===== src/rtl/relogio_pkg.sv =====
// Shared types, limits and the one-hot digit decoder for the time-set controller.
package relogio_pkg;

   typedef enum logic [1:0] {
      IDLE,
      SET_HOUR,
      SET_MIN,
      COMMIT
   } state_t;

   localparam int HOUR_MAX       = 23;
   localparam int MIN_MAX        = 59;
   localparam int DIGIT_ONEHOT_W = 10;

   // Position of the single set bit; anything that is not exactly one-hot reads as 0.
   function automatic logic [3:0] onehot_to_bcd(input logic [DIGIT_ONEHOT_W-1:0] oh);
      logic [3:0]  idx;
      int unsigned hits;
      idx  = '0;
      hits = 0;
      for (int i = 0; i < DIGIT_ONEHOT_W; i++) begin
         if (oh[i]) begin
            idx  = 4'(i);
            hits = hits + 1;
         end
      end
      return (hits == 1) ? idx : 4'd0;
   endfunction

endpackage


===== src/rtl/relogio_ajuste_debounce.sv =====
// Button conditioner: 2-FF synchronizer, stability counter, rising-edge press pulse.
module relogio_debounce #(
   parameter int DEBOUNCE_CYCLES = 1_000_000
) (
   input  logic clk,
   input  logic reset,
   input  logic btn,
   output logic level,
   output logic press
);

   localparam int             CNT_W    = $clog2(DEBOUNCE_CYCLES);
   localparam logic [CNT_W-1:0] CNT_LAST = CNT_W'(DEBOUNCE_CYCLES - 1);

   logic             r_sync1;
   logic             r_sync2;
   logic             r_level;
   logic             r_level_d;
   logic             r_press;
   logic [CNT_W-1:0] r_cnt;

   always_ff @(posedge clk or posedge reset) begin
      if (reset) begin
         r_sync1   <= 1'b0;
         r_sync2   <= 1'b0;
         r_level   <= 1'b0;
         r_level_d <= 1'b0;
         r_press   <= 1'b0;
         r_cnt     <= '0;
      end else begin
         r_sync1 <= btn;
         r_sync2 <= r_sync1;
         // Counts consecutive samples that disagree with the accepted level.
         if (r_sync2 == r_level) begin
            r_cnt <= '0;
         end else if (r_cnt == CNT_LAST) begin
            r_level <= r_sync2;
            r_cnt   <= '0;
         end else begin
            r_cnt <= r_cnt + 1'b1;
         end
         r_level_d <= r_level;
         r_press   <= r_level & ~r_level_d;
      end
   end

   assign level = r_level;
   assign press = r_press;

endmodule


===== src/rtl/relogio_ajuste.sv =====
// Time-set controller feeding the HH:MM:SS counter's parallel load.
// Optional build macro RELOGIO_AJUSTE_AUTOREPEAT_EN enables increment auto-repeat.
module relogio_ajuste
   import relogio_pkg::*;
#(
   parameter int DEBOUNCE_CYCLES = 1_000_000
`ifdef RELOGIO_AJUSTE_AUTOREPEAT_EN
   ,
   parameter int REPEAT_DELAY    = 25_000_000,
   parameter int REPEAT_PERIOD   = 5_000_000
`endif
) (
   input  logic                      clk,
   input  logic                      reset,
   input  logic                      btn_mode,
   input  logic                      btn_inc,
   input  logic [DIGIT_ONEHOT_W-1:0] cur_h1_oh,
   input  logic [DIGIT_ONEHOT_W-1:0] cur_h0_oh,
   input  logic [DIGIT_ONEHOT_W-1:0] cur_m1_oh,
   input  logic [DIGIT_ONEHOT_W-1:0] cur_m0_oh,
   output logic                      LD,
   output logic [1:0]                H_in1,
   output logic [3:0]                H_in0,
   output logic [3:0]                M_in1,
   output logic [3:0]                M_in0,
   output logic                      editing_hour,
   output logic                      editing_min
);

   localparam logic [1:0] H_TENS_MAX  = 2'(HOUR_MAX / 10);
   localparam logic [3:0] H_UNITS_MAX = 4'(HOUR_MAX % 10);
   localparam logic [3:0] M_TENS_MAX  = 4'(MIN_MAX / 10);

   state_t     r_state;
   state_t     w_state_nxt;
   logic [1:0] r_h1;
   logic [3:0] r_h0;
   logic [3:0] r_m1;
   logic [3:0] r_m0;

   logic       w_mode_press;
   logic       w_inc_press;
   logic       w_inc_level;
   logic       w_unused_mode_level;
   logic       w_inc_evt;
   logic       w_load;
   logic       w_step_h;
   logic       w_step_m;

   logic [3:0] w_dec_h1;
   logic [3:0] w_dec_h0;
   logic [3:0] w_dec_m1;
   logic [3:0] w_dec_m0;
   logic [6:0] w_hour_val;
   logic [6:0] w_min_val;
   logic [1:0] w_load_h1;
   logic [3:0] w_load_h0;
   logic [3:0] w_load_m1;
   logic [3:0] w_load_m0;

   relogio_debounce #(.DEBOUNCE_CYCLES(DEBOUNCE_CYCLES)) u_db_mode (
      .clk   (clk),
      .reset (reset),
      .btn   (btn_mode),
      .level (w_unused_mode_level),
      .press (w_mode_press)
   );

   relogio_debounce #(.DEBOUNCE_CYCLES(DEBOUNCE_CYCLES)) u_db_inc (
      .clk   (clk),
      .reset (reset),
      .btn   (btn_inc),
      .level (w_inc_level),
      .press (w_inc_press)
   );

   assign w_dec_h1 = onehot_to_bcd(cur_h1_oh);
   assign w_dec_h0 = onehot_to_bcd(cur_h0_oh);
   assign w_dec_m1 = onehot_to_bcd(cur_m1_oh);
   assign w_dec_m0 = onehot_to_bcd(cur_m0_oh);

   // An impossible running time (e.g. a corrupted digit) starts the edit from 00.
   always_comb begin
      w_hour_val = 7'(w_dec_h1) * 7'd10 + 7'(w_dec_h0);
      w_min_val  = 7'(w_dec_m1) * 7'd10 + 7'(w_dec_m0);
      w_load_h1  = 2'(w_dec_h1);
      w_load_h0  = w_dec_h0;
      w_load_m1  = w_dec_m1;
      w_load_m0  = w_dec_m0;
      if (w_hour_val > 7'(HOUR_MAX)) begin
         w_load_h1 = '0;
         w_load_h0 = '0;
      end
      if (w_min_val > 7'(MIN_MAX)) begin
         w_load_m1 = '0;
         w_load_m0 = '0;
      end
   end

`ifdef RELOGIO_AJUSTE_AUTOREPEAT_EN
   localparam int             REP_W    = $clog2(REPEAT_DELAY + 1);
   localparam logic [REP_W-1:0] REP_FIRE = REP_W'(REPEAT_DELAY);
   localparam logic [REP_W-1:0] REP_WRAP = REP_W'(REPEAT_DELAY - REPEAT_PERIOD + 1);

   logic [REP_W-1:0] r_rep_cnt;
   logic             w_rep_fire;
   logic             w_editing;

   assign w_editing  = (r_state == SET_HOUR) || (r_state == SET_MIN);
   assign w_rep_fire = (r_rep_cnt == REP_FIRE);
   assign w_inc_evt  = w_inc_press | w_rep_fire;

   // Cycles since the press; zero means disarmed. Wraps back so fires recur every period.
   always_ff @(posedge clk or posedge reset) begin
      if (reset) begin
         r_rep_cnt <= '0;
      end else if (!w_inc_level || !w_editing || (w_state_nxt != r_state)) begin
         r_rep_cnt <= '0;
      end else if (w_inc_press) begin
         r_rep_cnt <= REP_W'(1);
      end else if (w_rep_fire) begin
         r_rep_cnt <= REP_WRAP;
      end else if (r_rep_cnt != '0) begin
         r_rep_cnt <= r_rep_cnt + 1'b1;
      end
   end
`else
   logic w_unused_inc_level;
   assign w_unused_inc_level = w_inc_level;
   assign w_inc_evt          = w_inc_press;
`endif

   always_ff @(posedge clk or posedge reset) begin
      if (reset) begin
         r_state <= IDLE;
      end else begin
         r_state <= w_state_nxt;
      end
   end

   // Mode has priority over increment when both arrive together.
   always_comb begin
      w_state_nxt = r_state;
      w_load      = 1'b0;
      w_step_h    = 1'b0;
      w_step_m    = 1'b0;
      case (r_state)
         IDLE: begin
            if (w_mode_press) begin
               w_state_nxt = SET_HOUR;
               w_load      = 1'b1;
            end
         end
         SET_HOUR: begin
            if (w_mode_press) begin
               w_state_nxt = SET_MIN;
            end else if (w_inc_evt) begin
               w_step_h = 1'b1;
            end
         end
         SET_MIN: begin
            if (w_mode_press) begin
               w_state_nxt = COMMIT;
            end else if (w_inc_evt) begin
               w_step_m = 1'b1;
            end
         end
         COMMIT: begin
            w_state_nxt = IDLE;
         end
         default: begin
            w_state_nxt = IDLE;
         end
      endcase
   end

   always_ff @(posedge clk or posedge reset) begin
      if (reset) begin
         r_h1 <= '0;
         r_h0 <= '0;
         r_m1 <= '0;
         r_m0 <= '0;
      end else if (w_load) begin
         r_h1 <= w_load_h1;
         r_h0 <= w_load_h0;
         r_m1 <= w_load_m1;
         r_m0 <= w_load_m0;
      end else if (w_step_h) begin
         if ((r_h1 == H_TENS_MAX) && (r_h0 == H_UNITS_MAX)) begin
            r_h1 <= '0;
            r_h0 <= '0;
         end else if (r_h0 == 4'd9) begin
            r_h1 <= r_h1 + 1'b1;
            r_h0 <= '0;
         end else begin
            r_h0 <= r_h0 + 1'b1;
         end
      end else if (w_step_m) begin
         if (r_m0 == 4'd9) begin
            r_m0 <= '0;
            r_m1 <= (r_m1 == M_TENS_MAX) ? 4'd0 : r_m1 + 1'b1;
         end else begin
            r_m0 <= r_m0 + 1'b1;
         end
      end
   end

   assign LD           = (r_state == COMMIT);
   assign editing_hour = (r_state == SET_HOUR);
   assign editing_min  = (r_state == SET_MIN);
   assign H_in1        = r_h1;
   assign H_in0        = r_h0;
   assign M_in1        = r_m1;
   assign M_in0        = r_m0;

endmodule


===== config.mk =====
export PLATFORM = sky130hd
export DESIGN_NAME = relogio_ajuste
export DESIGN_NICKNAME = d
export VERILOG_FILES = /design/src/rtl/relogio_pkg.sv /design/src/rtl/relogio_ajuste_debounce.sv /design/src/rtl/relogio_ajuste.sv
export SDC_FILE = /design/constraint.sdc
export NUM_CORES = 1
export LEC_CHECK = 0
export CORE_ASPECT_RATIO = 0.6
export CORE_MARGIN = 1.5
export CORE_UTILIZATION = 43
export CTS_CLUSTER_DIAMETER = 120
export CTS_CLUSTER_SIZE = 8
export DETAILED_ROUTE_END_ITERATION = 8
export PLACE_DENSITY = 0.72
export SYNTH_ARGS = -nofsm -noshare
export SYNTH_HDL_FRONTEND = slang
export SYNTH_SLANG_ARGS = --single-unit

===== constraint.sdc =====
create_clock -name clk -period 2.4 [get_ports clk]
set_input_delay 0.36 -clock clk [delete_from_list [all_inputs] [get_ports clk]]
set_output_delay 0.36 -clock clk [all_outputs]
set_load 0.05 [all_outputs]

==> Yosys cells after proc, flatten, opt, wreduce, memory -nomap -nowiden <==
Cells that the tools add are included.
{ "word_totals": {"register_bits": 66, "out_inout_bits": 17, "elab_cells": 218} }
{ "classes": {"add_sub_neg": 44, "mul": 2, "magnitude_cmp": 2, "eq_ne": 20, "n_mux": 115, "n_bitwise": 6, "n_reduce_logical": 12} }
{ "ops": {"columns": ["cell", "n"], "rows": [
  ["adder 32 x 1 -> 32 bit, second input constant", 36],
  ["2-to-1 mux 32 bit", 36],
  ["2-to-1 mux 4 bit", 52],
  ["equality test 32 x 1 -> 1 bit, second input constant", 4],
  ["2-to-1 mux 20 bit", 4],
  ["adder 20 x 1 -> 20 bit, second input constant", 2],
  ["equality test 20 bit, second input constant", 2],
  ["2-to-1 mux 2 bit", 8],
  ["adder 7 x 4 -> 7 bit", 2],
  ["2-to-1 mux 1 bit", 14],
  ["adder 4 x 1 -> 4 bit, second input constant", 3],
  ["multiplier 4 x 3 -> 6 bit, second input constant", 2],
  ["equality test 4 bit, second input constant", 2],
  ["case mux 2 bit (4 select lines)", 1],
  ["AND reduction 2 bit", 4],
  ["greater-than comparator 7 x 5 -> 1 bit, second input constant", 1],
  ["greater-than comparator 7 x 6 -> 1 bit, second input constant", 1],
  ["equality test 2 bit, second input constant", 3],
  ["inequality test 2 x 1 -> 1 bit, second input constant", 3],
  ["AND reduction 3 bit", 2],
  ["nonzero test 2 bit", 3],
  ["equality test 4 x 2 -> 1 bit, second input constant", 1],
  ["equality test 4 x 3 -> 1 bit, second input constant", 1],
  ["NOT 1 bit", 4],
  ["other kinds (8)", 10]
]} }

==> Longest topological paths before layout <==
{ "logic_depth": {"depth_word": 26, "mapped_depth": 41, "mapped_depth_nobuf": 41} }

==> Modules after synthesis <==
From an unflattened synthesis, not the netlist that was laid out.
{ "hier_totals": {"hier_cells": 932, "hier_area_um2": 7876.3} }
{ "modules_own_cells": {"columns": ["module", "instances", "cells_per_inst", "area_each_um2", "seq_area_each_um2"], "rows": [
  ["relogio_ajuste", 1, 710, 5464.0, 400.4],
  ["relogio_debounce", 2, 111, 1206.2, 625.6]
]} }

==> Least setup slack after synthesis <==
No wires, ideal clock.
{ "synth_timing": {"path_type": "input -> register", "from": "input port cur_h1_oh[0]", "to": "register r_h0[1], in the netlist H_in0[1]", "setup_ns": 0.095, "t_arrival_ns": 8.287, "required_time_ns": 2.305, "setup_slack_ns": -5.983, "cell_stages": 37, "path_cell_list": "inv_1 ha_1 xor2_2 ha_1 nand2_1 o21ai_0 ha_1 mux2_2 ha_1 inv_1 a22o_1 nand2_1 ha_1 mux2_2 ha_1 inv_1 a22o_1 a31oi_1 ha_1 mux2_2 ha_1 nand2_1 or3_1 or3_1 nor3_2 a21oi_1 or3_1 a2111oi_0 ha_1 ha_1 fa_1 a211o_1 a21oi_1 nor2_1 nor3_1 o21ai_2 o31ai_1"} }
{ "synth_between": {"elab_chain_len": 26} }
{ "synth_lines": {"columns": ["element", "line", "text"], "rows": [
  ["start: declaration", "relogio_ajuste.sv:17", "input logic [DIGIT_ONEHOT_W-1:0] cur_h1_oh,"],
  ["2-to-1 mux 1 bit (*)", "relogio_pkg.sv:22", "if (oh[i]) begin"],
  ["adder 32 x 1 -> 32 bit", "relogio_pkg.sv:24", "hits = hits + 1;"],
  ["2-to-1 mux 32 bit (*)", "relogio_pkg.sv:22", null],
  ["adder 32 x 1 -> 32 bit", "relogio_pkg.sv:24", null],
  ["2-to-1 mux 32 bit (*)", "relogio_pkg.sv:22", null],
  ["adder 32 x 1 -> 32 bit", "relogio_pkg.sv:24", null],
  ["2-to-1 mux 32 bit (*)", "relogio_pkg.sv:22", null],
  ["adder 32 x 1 -> 32 bit", "relogio_pkg.sv:24", null],
  ["(+10 left out)", null, null],
  ["2-to-1 mux 32 bit (*)", "relogio_pkg.sv:22", null],
  ["equality test 32 x 1 -> 1 bit (*)", "relogio_pkg.sv:27", "return (hits == 1) ? idx : 4'd0;"],
  ["2-to-1 mux 4 bit (*)", "relogio_pkg.sv:27", null],
  ["multiplier 4 x 3 -> 6 bit (*)", "relogio_ajuste.sv:84", "w_hour_val = 7'(w_dec_h1) * 7'd10 + 7'(w_dec_h0);"],
  ["adder 7 x 4 -> 7 bit (*)", "relogio_ajuste.sv:84", null],
  ["greater-than comparator 7 x 5 -> 1 bit (*)", "relogio_ajuste.sv:90", "if (w_hour_val > 7'(HOUR_MAX)) begin"],
  ["2-to-1 mux 4 bit (*)", "relogio_ajuste.sv:90", null],
  ["2-to-1 mux 4 bit (*)", "relogio_ajuste.sv:183", "end else if (w_load) begin"],
  ["end signal: assignment", "relogio_ajuste.sv:185", "r_h0 <= w_load_h0;"],
  ["end signal: assignment", "relogio_ajuste.sv:196", "r_h0 <= r_h0 + 1'b1;"],
  ["end: declaration", "relogio_ajuste.sv:37", "logic [3:0] r_h0;"]
]} }
Mark *: on every way between the ends. The rest lies on a longest branch, timed or not.
A chain may end at the register's enable or synchronous reset.

==> Worst setup path after layout <==
{ "layout_timing": {"from": "input port cur_h1_oh[1]", "to": "register r_h0[3], in the netlist H_in0[3]"} }
{ "layout_between": {"elab_chain_len": 24, "word_cells_on_any_way": 33, "cone_classes": "add/sub: 9; mul: 1; order compare: 1; eq/ne: 1; mux: 21"} }
{ "layout_lines": {"columns": ["element", "line"], "rows": [
  ["2-to-1 mux 32 bit", "relogio_pkg.sv:22"],
  ["adder 32 x 1 -> 32 bit", "relogio_pkg.sv:24"],
  ["2-to-1 mux 32 bit", "relogio_pkg.sv:22"],
  ["adder 32 x 1 -> 32 bit", "relogio_pkg.sv:24"],
  ["2-to-1 mux 32 bit", "relogio_pkg.sv:22"],
  ["adder 32 x 1 -> 32 bit", "relogio_pkg.sv:24"],
  ["2-to-1 mux 32 bit", "relogio_pkg.sv:22"],
  ["adder 32 x 1 -> 32 bit", "relogio_pkg.sv:24"],
  ["(+8 left out)", null],
  ["2-to-1 mux 32 bit", "relogio_pkg.sv:22"],
  ["equality test 32 x 1 -> 1 bit", "relogio_pkg.sv:27"],
  ["2-to-1 mux 4 bit (*)", "relogio_pkg.sv:27"],
  ["multiplier 4 x 3 -> 6 bit (*)", "relogio_ajuste.sv:84"],
  ["adder 7 x 4 -> 7 bit (*)", "relogio_ajuste.sv:84"],
  ["greater-than comparator 7 x 5 -> 1 bit (*)", "relogio_ajuste.sv:90"],
  ["2-to-1 mux 4 bit (*)", "relogio_ajuste.sv:90"],
  ["2-to-1 mux 4 bit (*)", "relogio_ajuste.sv:183"]
]} }
Marked as above.

==> impl_metrics.toml <==
[floorplan]
initial_core_util = 0.440
rows = 37
die-area_um2 = 18400
die_w_um = 174
io_pins = 61
die_y_um = 106
core_um2 = 17200

[clock_tree]
clockRootBuffer = "clkbuf_16"
cts_tree = "yes"
cts_max_path_buffers = 2
clk_latency_ns = 0.34
cts_sinks = 66
numCtsBuffers = 9
clkSlewWorstSetupHoldPaths_ns = 0.06
htree_levels = 3
ctsHoldBuffers = 0

[drt]
wl_per_cell_um = 15.3
ant_nets = 0
routed_wirelength_mm = 22.8
dr.pass1.iters = 4
initialDrtViolationCount = 512
drcViolationCount = 0
avgViaCountPerCell = 5.39
vias = 8040

[finish]
area_growth_syn_to_layout_pct = 56.7
final_cell_mix = "291 x buf_4, 97 x nor2_1, 82 x nand2_1"
drive_above_1_share = 0.395
nets = 1353
diodes = 0
final_common_cell = "buf_4"
fillers = 1334

[synth]
syn_area_um2 = 7560
async_reset_ff_frac = 1.00
ys_seq_area_frac = 0.218
synth_warnings = 0
synth_edf_count = 0
synth-main-ff-cell = "dfrtp_1"
synth.distinct_cells = 93
syn-instance-count = 919
avgSynthCellArea_um2 = 8.23
synth_seq_cells = 66

[sta]
fmax_mhz = 128
timing_hold_violations_final = 0
finClkSkew_ns = 0.00929
fin_crit_sh = 3.25
rsz0062_at_grt = "yes"
finalWorstSetupSlack_ns = -5.41
max_slew_margin = 0.444
finalSetupTns_ns = -70.58
worst_pin_slew_ns = 0.834
setup_violations = 14
period_needed_ns = 7.81
finalMaxSlewViolations = 0

[min_path]
hp-class = "register to register"

[grt]
grt_pass1_vias = 7766
antenna_found_initial = 0
grt_max_degree = 67
overflow = 0
grt_use_total = 0.244
grt_pass1_wl_mm = 37.2

[placement]
dp_hpwl_mm = 16.7
gp_congestion = 0.899
port_buffers = 60

[worst_setup_path]
path_common_cell = "ha_4"
critPathSlowestCell = "fa_2"
start_kind = "primary input"
rrSetupSlack_ns = -0.05
cp.arrival_ns = 8.04
required_ns = 2.64
worstPathMaxFanout = 5
crit_family = "compound AO/OA/AOI/OAI gates"
crit_type = "primary input to register"
critPathBufInv = 4
crit_path_end_kind = "register"
slowest_delay_ns = 0.47

[power_and_ir_drop]
powerDensity_nw_per_um2 = 744
peakVddDrop_v = 0.000652
power_mw = 8.82
p_leak_nw = 5.22

[run_status]
status = "complete, but fails checks"
violations = "setup timing"

[job]
max_cap_viol_count = 0
==> where the power goes <==
group	internal, mW	switching [mW]	leakage [nW]	total (mW)
clock network	0.938	0.498	0.159	1.44
logic	3.39	2.85	4.21	6.24
registers	1.13	0.0182	0.850	1.15
==> sequential cells by signal (all words and copies together) (netlist names) <==
signal	cells
u_db_mode.press	1
u_db_mode.level	1
u_db_inc.r_sync2	1
u_db_inc.level	1
u_db_mode.r_level_d	1
u_db_inc.press	1
H_in0	4
H_in1	2
u_db_inc.r_cnt	20
u_db_inc.r_sync1	1
u_db_mode.r_sync1	1
M_in1	4
r_state	2
u_db_mode.r_cnt	20
u_db_mode.r_sync2	1
u_db_inc.r_level_d	1
M_in0	4
==> per-stage QoR <==
step / hold slack (ns) / std cells / setup WS, ns / area, um^2 / utilization
after global placement: 0.338 / 1436 / -5.79 / 10800 / 0.627
after detailed placement: 0.340 / 1436 / -6.11 / 10800 / 0.627
after global routing: 0.357 / 1491 / -5.62 / 11800 / 0.690
after floorplan: 0.331 / 920 / -5.01 / 8090 / -
final: 0.354 / 1491 / -5.41 / 11800 / 0.690
after CTS: 0.354 / 1486 / -5.14 / 11600 / 0.678
==> repair_timing <==
item,4_1_cts,5_1_grt
resized for setup,88,39
pin swaps,52,34
endpoints found under the setup margin,14,14
setup buffers,34,7
endpoints found under the hold margin,0,0
==> routing by layer <==
metal / vias up / GRT usage / wire, um
li1: 3951 / - / -
met1: 3842 / 0.350 / 11000
met2: 216 / 0.392 / 10400
met3: 31 / 0.0325 / 1220
met4: 0 / 0.0511 / 236
met5: - / 0 / 0
==> worst paths after layout <==
| path | from | endpoint | depth (start not counted) |
|---|---|---|---|
| worst min-delay path | u_db_mode.r_sync1$_DFF_PP0_ | u_db_mode.r_sync2$_DFF_PP0_ | 0 |
| worst max register to register | r_state[1]$_DFFE_PP0P_ | M_in1[2]$_DFFE_PP0P_ | 9 |
| max in group asynchronous | reset | u_db_mode.level$_DFFE_PP0P_ | 3 |
| worst max-delay path | cur_h1_oh[1] | H_in0[3]$_DFFE_PP0P_ | 37 |
| min in group asynchronous | reset | u_db_mode.r_sync1$_DFF_PP0_ | 3 |
| worst min register to register | u_db_mode.r_sync1$_DFF_PP0_ | u_db_mode.r_sync2$_DFF_PP0_ | 0 |
==> area by class of cell <==
cell class | count | area (um^2) | share of cell area
Sequential cell | 66 | 1650 | 0.139
Clock inverter | 6 | 90.1 | 0.00760
Timing Repair Buffer | 356 | 2850 | 0.240
Tap cell | 234 | 293 | 0.0247
Multi-Input combinational cell | 771 | 6520 | 0.550
Clock buffer | 10 | 239 | 0.0202
Inverter | 48 | 213 | 0.0180
==> logic make-up after synthesis <==
group                    count (synthesis)  share of synthesized area
AND/OR/NAND/NOR                        377                      0.257
AO/OA/AOI/OAI                          192                      0.174
XOR/XNOR                               121                      0.179
buffers and inverters                   83                     0.0429
flip-flops                              66                      0.218
adder cells (fa/ha/maj)                 57                     0.0963
multiplexers                            22                     0.0316
other                                    1                   0.000496
==> synthesized netlist by cell type (8+ instances only) <==
library cell / instances / area, um^2
clkbuf_1: 23 / 86.3
o31ai_1: 13 / 97.6
a31oi_1: 8 / 50.1
nor3_1: 20 / 100
a21oi_1: 48 / 240
ha_1: 55 / 688
o21ai_0: 38 / 190
or3_1: 16 / 100
xor2_1: 42 / 368
or2_2: 9 / 56.3
dfrtp_1: 66 / 1650
nor2b_1: 9 / 56.3
nand2b_1: 12 / 75.1
nand2_1: 89 / 334
xnor2_1: 57 / 499
and2_1: 10 / 62.6
o211ai_1: 9 / 67.6
and3_1: 16 / 100
nand3_1: 31 / 155
inv_1: 45 / 169
o22ai_1: 8 / 50.1
nor2_1: 104 / 390
nor3b_1: 11 / 82.6
xnor3_1: 9 / 203
mux2_2: 15 / 169
buf_2: 9 / 45.0
Note: power is estimated with default switching activity, not from simulation.
